$ cat src/rtl/mult_pkg.sv
// Shared types for the multiplier writeback stage:
// operation encodings and the buffered writeback entry.
package mult_pkg;

    localparam int WB_DATA_W = 32;
    localparam int WB_REG_W  = 5;

    typedef enum logic [1:0] {
        MODE_MUL  = 2'b00,
        MODE_MULH = 2'b01,
        MODE_MULU = 2'b10,
        MODE_RSVD = 2'b11
    } mode_e;

    typedef struct packed {
        logic [WB_REG_W-1:0]  regdest;
        logic                 writereg;
        logic [WB_DATA_W-1:0] value;
        logic                 overflow;
    } wb_entry_t;

endpackage

$ cat src/rtl/mult_wb_fifo.sv
// Synchronous FIFO for writeback entries; head reads
// as zero while empty.
module mult_wb_fifo #(
    parameter int WIDTH = 39,
    parameter int DEPTH = 2
) (
    input  logic             clock,
    input  logic             reset,
    input  logic             i_push,
    input  logic [WIDTH-1:0] i_data,
    input  logic             i_pop,
    output logic [WIDTH-1:0] o_data,
    output logic             o_full,
    output logic             o_empty
);

    localparam int AW = (DEPTH > 1) ? $clog2(DEPTH) : 1;
    localparam int CW = AW + 1;

    logic [WIDTH-1:0] r_mem [DEPTH];
    logic [AW-1:0]    r_wr_ptr;
    logic [AW-1:0]    r_rd_ptr;
    logic [CW-1:0]    r_count;
    logic             w_push;
    logic             w_pop;

    assign o_full  = (r_count == CW'(DEPTH));
    assign o_empty = (r_count == '0);
    assign w_push  = i_push && !o_full;
    assign w_pop   = i_pop && !o_empty;
    assign o_data  = o_empty ? '0 : r_mem[r_rd_ptr];

    always_ff @(posedge clock) begin
        if (w_push) begin
            r_mem[r_wr_ptr] <= i_data;
        end
    end

    // depth is a power of two, so pointers wrap naturally
    always_ff @(posedge clock or negedge reset) begin
        if (!reset) begin
            r_wr_ptr <= '0;
            r_rd_ptr <= '0;
            r_count  <= '0;
        end else begin
            if (w_push) begin
                r_wr_ptr <= r_wr_ptr + 1'b1;
            end
            if (w_pop) begin
                r_rd_ptr <= r_rd_ptr + 1'b1;
            end
            case ({w_push, w_pop})
                2'b10:   r_count <= r_count + 1'b1;
                2'b01:   r_count <= r_count - 1'b1;
                default: r_count <= r_count;
            endcase
        end
    end

endmodule

$ cat src/rtl/mult_wb_stage.sv
// Multiplier writeback stage: sign fix-up, overflow
// detection and a small buffer ahead of the write port.
module mult_wb_stage
    import mult_pkg::*;
#(
    parameter int DATA_W     = 32,
    parameter int REG_W      = 5,
    parameter int FIFO_DEPTH = 2
) (
    input  logic                clock,
    input  logic                reset,
    input  logic                in_valid,
    output logic                in_ready,
    input  logic [1:0]          in_mode,
    input  logic [2*DATA_W-1:0] in_product,
    input  logic [REG_W-1:0]    in_regdest,
    input  logic                in_negative,
    input  logic                in_zero,
    output logic                out_valid,
    input  logic                out_ready,
    output logic [REG_W-1:0]    out_regdest,
    output logic                out_writereg,
    output logic [DATA_W-1:0]   out_value,
    output logic                out_overflow,
    input  logic                ovf_clear,
    output logic [15:0]         ovf_count
);

    localparam int PW = 2 * DATA_W;

    typedef struct packed {
        logic [REG_W-1:0]  regdest;
        logic              writereg;
        logic [DATA_W-1:0] value;
        logic              overflow;
    } entry_t;

    localparam int EW = $bits(entry_t);

    mode_e             w_mode;
    logic [PW-1:0]     w_r;
    logic [DATA_W:0]   w_mul_top;
    logic              w_mul_ovf;
    logic [DATA_W-1:0] w_val;
    logic              w_ovf;
    logic              w_rsvd;
    logic              w_ovf_eff;
    entry_t            w_entry;
    entry_t            w_head;
    logic [EW-1:0]     w_head_raw;
    logic              w_full;
    logic              w_empty;
    logic              w_accept;
    logic              w_pop;
    logic              r_rdy;
    logic [15:0]       r_ovf_count;

    assign w_mode    = mode_e'(in_mode);
    assign w_r       = in_negative ? (~in_product + PW'(1))
                                   : in_product;
    assign w_mul_top = w_r[PW-1:DATA_W-1];
    assign w_mul_ovf = !((&w_mul_top) || !(|w_mul_top));
    assign w_rsvd    = (w_mode == MODE_RSVD);
    assign w_ovf_eff = w_ovf && !in_zero && !w_rsvd;

    always_comb begin
        w_val = '0;
        w_ovf = 1'b0;
        case (w_mode)
            MODE_MUL: begin
                w_val = w_r[DATA_W-1:0];
                w_ovf = w_mul_ovf;
            end
            MODE_MULH: begin
                w_val = w_r[PW-1:DATA_W];
            end
            MODE_MULU: begin
                w_val = in_product[DATA_W-1:0];
                w_ovf = |in_product[PW-1:DATA_W];
            end
            default: begin
                w_val = '0;
                w_ovf = 1'b0;
            end
        endcase
    end

    // zero operand wins over sign and overflow
    always_comb begin
        w_entry = '0;
        if (w_rsvd) begin
            w_entry = '0;
        end else if (in_zero) begin
            w_entry.writereg = 1'b1;
            w_entry.regdest  = in_regdest;
        end else if (w_ovf_eff) begin
            w_entry.overflow = 1'b1;
        end else begin
            w_entry.writereg = 1'b1;
            w_entry.regdest  = in_regdest;
            w_entry.value    = w_val;
        end
    end

    always_ff @(posedge clock or negedge reset) begin
        if (!reset) begin
            r_rdy <= 1'b0;
        end else begin
            r_rdy <= 1'b1;
        end
    end

    assign in_ready = r_rdy && !w_full;
    assign w_accept = in_valid && in_ready;
    assign w_pop    = out_valid && out_ready;

    mult_wb_fifo #(
        .WIDTH (EW),
        .DEPTH (FIFO_DEPTH)
    ) u_fifo (
        .clock   (clock),
        .reset   (reset),
        .i_push  (w_accept),
        .i_data  (w_entry),
        .i_pop   (w_pop),
        .o_data  (w_head_raw),
        .o_full  (w_full),
        .o_empty (w_empty)
    );

    assign w_head       = entry_t'(w_head_raw);
    assign out_valid    = !w_empty;
    assign out_regdest  = w_head.regdest;
    assign out_writereg = w_head.writereg;
    assign out_value    = w_head.value;
    assign out_overflow = w_head.overflow;

    always_ff @(posedge clock or negedge reset) begin
        if (!reset) begin
            r_ovf_count <= '0;
        end else if (ovf_clear) begin
            r_ovf_count <= '0;
        end else if (w_accept && w_ovf_eff
                     && r_ovf_count != 16'hFFFF) begin
            r_ovf_count <= r_ovf_count + 16'd1;
        end
    end

    assign ovf_count = r_ovf_count;

endmodule

$ cat config.mk
export PLATFORM = sky130hd
export DESIGN_NAME = mult_wb_stage
export DESIGN_NICKNAME = d
export VERILOG_FILES = /design/src/rtl/mult_pkg.sv /design/src/rtl/mult_wb_fifo.sv /design/src/rtl/mult_wb_stage.sv
export SDC_FILE = /design/constraint.sdc
export NUM_CORES = 1
export LEC_CHECK = 0
export BUFFER_PORTS_ARGS = -buffer_cell sky130_fd_sc_hd__buf_2
export CAP_MARGIN = 10
export CORE_UTILIZATION = 40
export DETAILED_ROUTE_END_ITERATION = 8
export PLACE_DENSITY_LB_ADDON = 0.3
export SLEW_MARGIN = 10
export SYNTH_ARGS = -nofsm -noshare
export SYNTH_HDL_FRONTEND = slang
export SYNTH_HIERARCHICAL = 1
export SYNTH_SLANG_ARGS = --single-unit
$ cat constraint.sdc
create_clock -name clock -period 5.8 [get_ports clock]
set_input_delay 0.58 -clock clock [delete_from_list [all_inputs] [get_ports clock]]
set_output_delay 0.58 -clock clock [all_outputs]
set_load 0.005 [all_outputs]
==> results of run 1 <==
[how the worst max path moves through the flow]
stage                        start                             to  slack, ps
floorplan           in_product[32]   u_fifo/r_mem[0][2]$_DFFE_PP_       1730
global placement    in_product[17]   u_fifo/r_mem[0][2]$_DFFE_PP_        790
detailed placement  in_product[17]  u_fifo/r_mem[0][38]$_DFFE_PP_        700
CTS                 in_product[17]  u_fifo/r_mem[0][38]$_DFFE_PP_       1070
global route        in_product[14]  u_fifo/r_mem[0][33]$_DFFE_PP_        660
finish              in_product[14]   u_fifo/r_mem[0][2]$_DFFE_PP_       1060
[flip-flops by register name (all words and copies together), names as in the netlist]
register,flops
r_rdy,1
u_fifo/r_count,2
u_fifo/r_mem,78
u_fifo/r_wr_ptr,1
u_fifo/r_rd_ptr,1
ovf_count,16
[per-layer routing]
metal  GRT usage [%]  vias to the layer above  routed length, um
met5               0                        -                 13
met4            9.24                        2                691
met1            34.1                     3075               9550
li1                -                     3103                  -
met2            36.2                      313               9430
met3            3.02                       48               1590
[power by group through the flow]
stage | registers (uW) | clock network (uW) | logic, uW
2_1_floorplan | 897 | 0 | 525
3_3_place_gp | 916 | 0 | 808
3_5_place_dp | 920 | 0 | 811
4_1_cts | 905 | 667 | 812
5_1_grt | 912 | 693 | 885
6_report | 903 | 652 | 805
[logic make-up (layout without fill, tap and decap cells)]
| logic type | Yosys count | count (layout) | synth area share (%) |
|---|---|---|---|
| compound gates | 145 | 145 | 14.7 |
| xor+xnor | 49 | 49 | 6.13 |
| fa+ha+maj | 4 | 4 | 0.715 |
| buf+inv | 76 | 185 | 4.82 |
| flops | 99 | 99 | 40.9 |
| mux | 42 | 42 | 6.04 |
| other cells | 1 | 2 | 0.0535 |
| simple gates | 361 | 361 | 26.6 |
[worst register-to-register path: stages, from the launching register on]
cell and delay [ps]:
dfrtp_1 450, nand3_1 130, nor2_1 70, and3_1 260, and3_1 220, nand3_1 110
nand3_1 100, or2_2 490, or4_1 550, a21oi_1 180
[final cells by class]
| class | count | share of cell area [%] |
|---|---|---|
| well taps | 225 | 3.46 |
| inverters | 25 | 1.15 |
| repair buffers | 144 | 9.17 |
| clock buffers | 9 | 2.77 |
| clock inverters | 7 | 1.22 |
| flip-flops and latches | 99 | 35.3 |
| diodes | 1 | 0.0308 |
| multi-input cells | 602 | 46.9 |
[cell usage in the layout (no fill, tap or decap), types with 3 or more instances in the layout]
cell type	count
clkbuf_16	9
edfxtp_1	78
o32a_1	5
nor2b_1	7
o41ai_1	13
a21oi_1	29
buf_2	134
or4_1	23
a31oi_1	10
a32oi_1	9
nor3_1	22
nand4b_1	3
nand2_1	49
a22oi_1	5
or2_2	7
nor4_1	22
o31ai_1	28
nand4_1	12
a211oi_1	3
xor2_1	24
nor3b_1	3
nor2_1	135
nand3b_1	3
mux2i_1	40
ha_1	4
nand3_1	28
buf_4	10
dfrtp_1	20
and3_1	4
o21ai_0	24
nand2b_1	6
nor4_2	5
xnor2_1	25
and2_1	4
inv_1	25
or3_1	13
[per-stage QoR]
| stage | cells | hold WS (ps) | area, sq um |
|---|---|---|---|
| finish | 1112 | 198 | 8130 |
| global route | 1112 | 227 | 8130 |
| CTS | 1111 | 207 | 8130 |
| detailed placement | 1095 | 514 | 7800 |
| global placement | 1095 | 498 | 7800 |
| floorplan | 777 | 284 | 7000 |
==> metrics, run 1 <==
r2r endpoint ovf_count[9]$_DFFE_PN0P_; most frequent cells after synthesis nor2_1 (138), edfxtp_1 (78), nand2_1 (49); largest net degree at the start of global routing 43; crit-path max FO 30; sequential share of power 38.3%; Internal 1570 uW; Synth Net Count 859; routed wire length 21.3 mm; Max Freq 211 MHz; clk_lat worst skew 340 ps; crit-path cells buf_2 > nor3_1 > nand4_1 > buf_4 > or3_1 > o31ai_1 > xnor2_1 > or4_1 > nor4_1 > a311oi_1 > a21boi_2 > buf_4 > nand3b_4 > a211oi_2; minimum clock period 4740 ps; R2R Setup Slk 3180 ps; Core Area 17,200 sq um; global route overflow 0; Iteration-0 DRC Markers 754; Max VDD drop 0.186 mV; Die Area 18,000 sq um; setup violators final 0; Main synth FF type edfxtp_1; CTS H-Tree Depth 3; Reg clk slew, reported paths 70 ps; Clock Tree Buf Depth 2; Synth Instances 777; pwr dens 290 nW/um^2; worst endpoint required time 5960 ps; port bufs 134; setup bufs post-CTS 0; cell mode on critical path buf_4; post-synth top area cell edfxtp_1; initial antenna violation count 2; Final Hold Viols 0; number of global-route vias before repair 6,001; Max Cap Viol 0; antenna viol nets, final 0; Worst Setup Start Kind input pin; Storage cell area 2870 sq um; Combinational Power Share 34.1%; I/O pin cnt 135; crit path kind in2reg; WP data arrival 4910 ps; Switching Fraction 33.4%; Final WS setup 1060 ps; pre-CTS setup slack 697 ps; Stages on worst setup path 14; post-synth cell types 66; total power 2360 uW; Switch Pwr 788 uW; r2r startpoint ovf_count[2]$_DFFE_PN0P_; CTS tree built; WL/cell 19.1 um; Worst Skew 10.3 ps; final slew viol count 0; final worst path period share 81.8%; Starting Density 40.8%; hold_buf cts 0; first-pass GRT wire length 33.3 mm; post-synthesis sequential area ratio 40.9%; Max-slew headroom 38.4%; GR Util All Layers 23.7%; worst r2r path cells 9; multi-input logic area 3810 sq um; CP top delay family simple AND/OR/NAND/NOR gates; root buf cell clkbuf_16; GPL Wtd Cong 0.978; DIE HEIGHT 134 um; clk sink count 99; Crit-path slowest cell nand4_1; sum of negative setup slack 0 ps; Worst Setup End Kind flop; status complete, no violations; clock share of power 27.6%; asr flop ratio synth 21.2%; Mapped Area 7000 sq um; dominant cell by count in the synthesized netlist nor2_1; top cells by area, synth edfxtp_1 (33%), dfrtp_1 (7.5%), nor2_1 (7.4%); via count 6,541; # rows 48; Layout area overhead 16.1%; residual DRC count 0; Final Core Density 47.3%; Worst Tran Pin Value 923 ps; Yosys reg bits 99; Fill cells 1,714; dpl hpwl 15.9 mm; die span in x 134 um; fraction of layout cells with a size suffix above 1 21.4%; unrepaired setup endpoints after global routing no; post-cts sizing count 0; EDFF count, synth 78; Ys Warns 6; First-pass DRT Iterations 5; Synth top area share 33.4%; final net count 963; worst hold path class in2async; CP Buf/Inv Count 3; CP peak stage delay 540 ps; Avg Inst Size Synth 9.01 sq um; total CTS buffers 9; LEAKAGE 0.00307 uW; vias per cell 5.88
Power figures use the tool's default switching activity.
==> run 2, diff against run 1 <==
Clock period 5.8 ns to 4.55 ns, I/O delays scaled along.
==> run 2 against run 1 <==
Against the previous run:
- final area is 2.2% higher
- cell count increased by 2.4%
- wire length grew 0.55%
- sequential share of layout area shrank 0.77 points
- total power grew 24%
- register-to-register slack worse by 1200 ps
- clock power rose by 12%
- worst setup slack worse by 720 ps
==> metrics, run 2 (synthesized netlist as in run 1, its figures left out) <==
pwr dens 352 nW/um^2; worst endpoint required time 4790 ps; Placed Area 8020 sq um; dpl hpwl 16.2 mm; final slew viol count 0; CTS H-Tree Depth 3; R2R Setup Slk 1990 ps; I/O pin cnt 135; first-pass GRT wire length 33.0 mm; Die Area 18,000 sq um; Final Hold Viols 0; LEAKAGE 0.00321 uW; total CTS buffers 9; final non-filler cell area 8310 sq um; vias per cell 5.78; Starting Density 40.8%; unrepaired setup endpoints after global routing no; status complete, no violations; Max VDD drop 0.189 mV; WL/cell 18.8 um; initial antenna violation count 1; port bufs 134; post-cts sizing count 0; number of global-route vias before repair 5,904; GR Util All Layers 23.7%; worst r2r path cells 9; antenna viol nets, final 0; GPL Wtd Cong 1.01; Worst Skew 10.4 ps; final worst path period share 92.5%; Max Freq 238 MHz; residual DRC count 0; Core Area 17,200 sq um; r2r startpoint ovf_count[2]$_DFFE_PN0P_; die span in x 134 um; minimum clock period 4210 ps; Finished Layout Cells 1,139; setup bufs post-CTS 0; Iteration-0 DRC Markers 692; WP data arrival 4440 ps; worst hold path class in2async; # placed instances 1,123; hold_buf cts 0; commonest non-fill, non-tap cell in the layout nor2_1; Worst Setup Start Kind input pin; root buf cell clkbuf_16; Fill cells 1,708; Max Cap Viol 0; # rows 48; crit-path max FO 12; final net count 991; Storage cell area 2870 sq um; routed wire length 21.4 mm; DIE HEIGHT 134 um; Layout area overhead 18.6%; clk_lat worst skew 340 ps; Reg clk slew, reported paths 70 ps; First-pass DRT Iterations 5; Clock Tree Buf Depth 2; via count 6,583; largest reg by FF count u_fifo/r_mem; clk sink count 99; r2r endpoint ovf_count[15]$_DFFE_PN0P_; Max-slew headroom 25.2%; Worst Tran Pin Value 1120 ps; global route overflow 0; total power 2920 uW; fraction of layout cells with a size suffix above 1 23.6%; multi-input logic area 3810 sq um; commonest cells after routing, fill and taps aside nor2_1 (136), buf_2 (134), edfxtp_1 (78); hold slack 64.6 ps; CTS tree built; crit path kind in2reg; ANT cells 0; max FFs per register 78; setup violators final 0; sum of negative setup slack 0 ps; largest net degree at the start of global routing 43; Worst Setup End Kind flop
## run 2: cell count changes in the layout (fill, tap and decap cells not counted), sizes merged
cell | previous run | this run
clkbuf | 9 | 11
diode | 1 | 0
clkinvlp | 2 | 0
inv | 27 | 28
bufinv | 2 | 0
clkinv | 1 | 2
buf | 144 | 172
## run 2: area by class of cell
class                           count  share of cell area, %
Multi-Input combinational cell    602                   45.8
Sequential cell                    99                   34.5
Timing Repair Buffer              172                   11.7
Tap cell                          225                   3.39
Clock buffer                       11                   3.06
Inverter                           25                   1.13
Clock inverter                      5                  0.407
## run 2: how the worst max path moves through the flow
stage,slack (ps),startpoint,cells past startpoint,endpoint
floorplan,600,in_product[32],14,u_fifo/r_mem[0][2]$_DFFE_PP_
global placement,60,in_product[32],13,ovf_count[12]$_DFFE_PN0P_
detailed placement,20,in_product[32],13,ovf_count[12]$_DFFE_PN0P_
CTS,380,in_product[32],13,ovf_count[12]$_DFFE_PN0P_
global route,180,in_product[32],13,ovf_count[12]$_DFFE_PN0P_
finish,340,in_product[32],13,ovf_count[12]$_DFFE_PN0P_
## run 2: metrics by stage
stage	util [%]	worst slack, ps
floorplan	-	604
global placement	46.7	59.5
detailed placement	46.7	20.0
CTS	48.4	377
global route	48.4	180
finish	48.4	341
## run 2: power by group
| part | total (uW) | internal (uW) | switching [uW] |
|---|---|---|---|
| logic | 1000 | 434 | 566 |
| registers | 1190 | 1100 | 96.7 |
| clock network | 728 | 406 | 322 |
| total | 2920 | 1940 | 984 |
## run 2: critical path, stage by stage
cell,delay [ps]
buf_2,160
nor4_1,450
nand2_1,210
or4_1,610
o31ai_1,300
xor2_1,210
or4_1,600
nor4_1,310
nand4_1,210
a21boi_2,350
buf_4,240
nor3b_1,70
mux2_2,280
## run 2: routing by layer
| layer | wire length (um) | up-vias | GRT usage (%) | share of wire (%) |
|---|---|---|---|---|
| met3 | 1340 | 55 | 3.29 | 6.3 |
| li1 | - | 3169 | - | - |
| met1 | 9950 | 3082 | 34.2 | 47 |
| met5 | 9 | - | 0 | 0.042 |
| met2 | 9370 | 275 | 35.8 | 44 |
| met4 | 721 | 2 | 9.49 | 3.4 |
==> run 3, diff against run 2 <==
==> constraint.sdc (replaced) <==
create_clock -name clock -period 4.55 [get_ports clock]
set_input_delay 0.91 -clock clock [delete_from_list [all_inputs] [get_ports clock]]
set_output_delay 0.91 -clock clock [all_outputs]
set_load 0.005 [all_outputs]
==> run 3 against run 2 <==
Against the previous run:
- final area rose by 9.8%
- clock skew rose by 1.5 ps
- die area did not move
- critical path depth rose by 1
- worst setup slack got worse by 150 ps
- non-clock buffer count rose by 102
- sequential power barely moved
- total power rose by 5.0%
- cell count rose by 9.0%
- flip-flop and latch count did not move
- first-iteration DRC count fell by 16%
- clock power rose by 9.8%
- largest cell class unchanged
==> metrics, run 3 (synthesized netlist as in run 1, its figures left out) <==
r2r endpoint ovf_count[15]$_DFFE_PN0P_; highest metal used met4; worst r2r path cells 9; CTS H-Tree Depth 3; Starting Density 40.8%; minimum clock period 4360 ps; Switching Fraction 32.5%; r2r startpoint ovf_count[2]$_DFFE_PN0P_; hold slack 523 ps; Layout area overhead 30.3%; total CTS buffers 9; number of global-route vias before repair 6,463; worst setup path startpoint in_product[55]; Switch Pwr 996 uW; Iteration-0 DRC Markers 581; GR Util All Layers 25.3%; status complete, no violations; setup violators final 0; via count 7,016; vias per cell 5.65; final worst path period share 95.9%; crit path capture ovf_count[15]$_DFFE_PN0P_; Worst Setup Start Kind input pin; die span in x 134 um; WP data arrival 4640 ps; worst endpoint required time 4820 ps; CP Buf/Inv Count 3; fraction of layout cells with a size suffix above 1 31.7%; Crit-path slowest cell or4_1; commonest non-fill, non-tap cell in the layout buf_4; Core Area 17,200 sq um; pre-CTS setup slack -216 ps; unrepaired setup endpoints after global routing no; max FFs per register 78; final slew viol count 0; crit-path cells buf_2 > or4_1 > or4_1 > or3_1 > o41ai_2 > xor2_1 > nand4_1 > nor4_2 > a311oi_1 > a21boi_2 > buf_4 > buf_4 > or4_1 > a21oi_1; residual DRC count 0; Stages on worst setup path 14; multi-input logic area 3830 sq um; Storage cell area 2870 sq um; clk sink count 99; Worst Tran Pin Value 1030 ps; Final Core Density 53.1%; total power 3070 uW; sequential share of power 38.9%; Combinational Power Share 35.1%; crit-path max FO 12; DIE HEIGHT 134 um; root buf cell clkbuf_16; final net count 1,093; Final WS setup 187 ps; first-pass GRT wire length 35.1 mm; clock share of power 26.0%; hold_buf cts 0; Die Area 18,000 sq um; Reg clk slew, reported paths 70 ps; CP top delay family simple AND/OR/NAND/NOR gates; Max Freq 229 MHz; worst hold path class reg2reg; ANT cells 0; cell mode on critical path or4_1; LEAKAGE 0.00371 uW; Max Cap Viol 0; commonest cells after routing, fill and taps aside buf_4 (139), nor2_1 (136), buf_2 (134); clk_lat worst skew 350 ps; Internal 2070 uW; Max-slew headroom 31.5%; Clock Tree Buf Depth 2; largest reg by FF count u_fifo/r_mem; R2R Setup Slk 1990 ps; port bufs 134; # placed instances 1,224; Met2 Wirelength 10.1 mm; GPL Wtd Cong 0.981; CP peak stage delay 530 ps; CTS tree built; # rows 48; largest net degree at the start of global routing 43; Finished Layout Cells 1,241; I/O pin cnt 135; M1 WL 10.2 mm; Fill cells 1,662; routed wire length 22.6 mm; global route overflow 0; Max VDD drop 0.242 mV; antenna viol nets, final 0; Final Hold Viols 0; met3 wire len 1.52 mm; pwr dens 336 nW/um^2; WL/cell 18.2 um; First-pass DRT Iterations 6; crit path kind in2reg; initial antenna violation count 0; dpl hpwl 17.4 mm; Worst Setup End Kind flop; Worst Skew 11.9 ps
[run 3: metrics by stage]
| stage | setup TNS [ps] | area (sq um) |
|---|---|---|
| after CTS | 0 | 9100 |
| final | 0 | 9130 |
| after floorplan | 0 | 7000 |
| after global placement | -6210 | 8780 |
| after global routing | 0 | 9130 |
| after detailed placement | -12800 | 8780 |
[run 3: layer usage]
layer,vias to the layer above,global-route usage (%)
met5,-,0
met4,0,11.3
met3,57,3.59
met2,305,39.0
met1,3288,35.2
li1,3366,-
[run 3: worst min-delay path by stage]
stage | to | from | cells past startpoint | slack [ps]
5_1_grt | ovf_count[3]$_DFFE_PN0P_ | reset | 1 | 550
3_5_place_dp | u_fifo/r_count[1]$_DFFE_PN0P_ | u_fifo/r_count[1]$_DFFE_PN0P_ | 1 | 510
6_report | u_fifo/r_count[1]$_DFFE_PN0P_ | u_fifo/r_count[1]$_DFFE_PN0P_ | 1 | 520
3_3_place_gp | u_fifo/r_count[1]$_DFFE_PN0P_ | u_fifo/r_count[1]$_DFFE_PN0P_ | 1 | 500
4_1_cts | u_fifo/r_count[1]$_DFFE_PN0P_ | u_fifo/r_count[1]$_DFFE_PN0P_ | 1 | 520
2_1_floorplan | u_fifo/r_wr_ptr$_DFFE_PN0P_ | u_fifo/r_wr_ptr$_DFFE_PN0P_ | 1 | 460
[run 3: area by class of cell]
class / count / area share, %
clock inverter: 7 / 1.00
tap: 225 / 3.08
clock buffer: 9 / 2.47
timing repair buffer: 274 / 19.0
sequential: 99 / 31.4
inverter: 25 / 1.03
multi-input combinational: 602 / 42.0
[run 3: repair_timing]
item                                    4_1_cts  5_1_grt
gates resized for setup                       0        4
endpoints found under the setup margin        0       53
buffers inserted                              0        1
[run 3: power by group through the flow]
stage,clock network (uW),logic (uW),registers [uW]
2_1_floorplan,0,669,1140
6_report,799,1080,1190
4_1_cts,815,1080,1200
3_5_place_dp,0,1080,1210
3_3_place_gp,0,1070,1210
5_1_grt,855,1180,1210
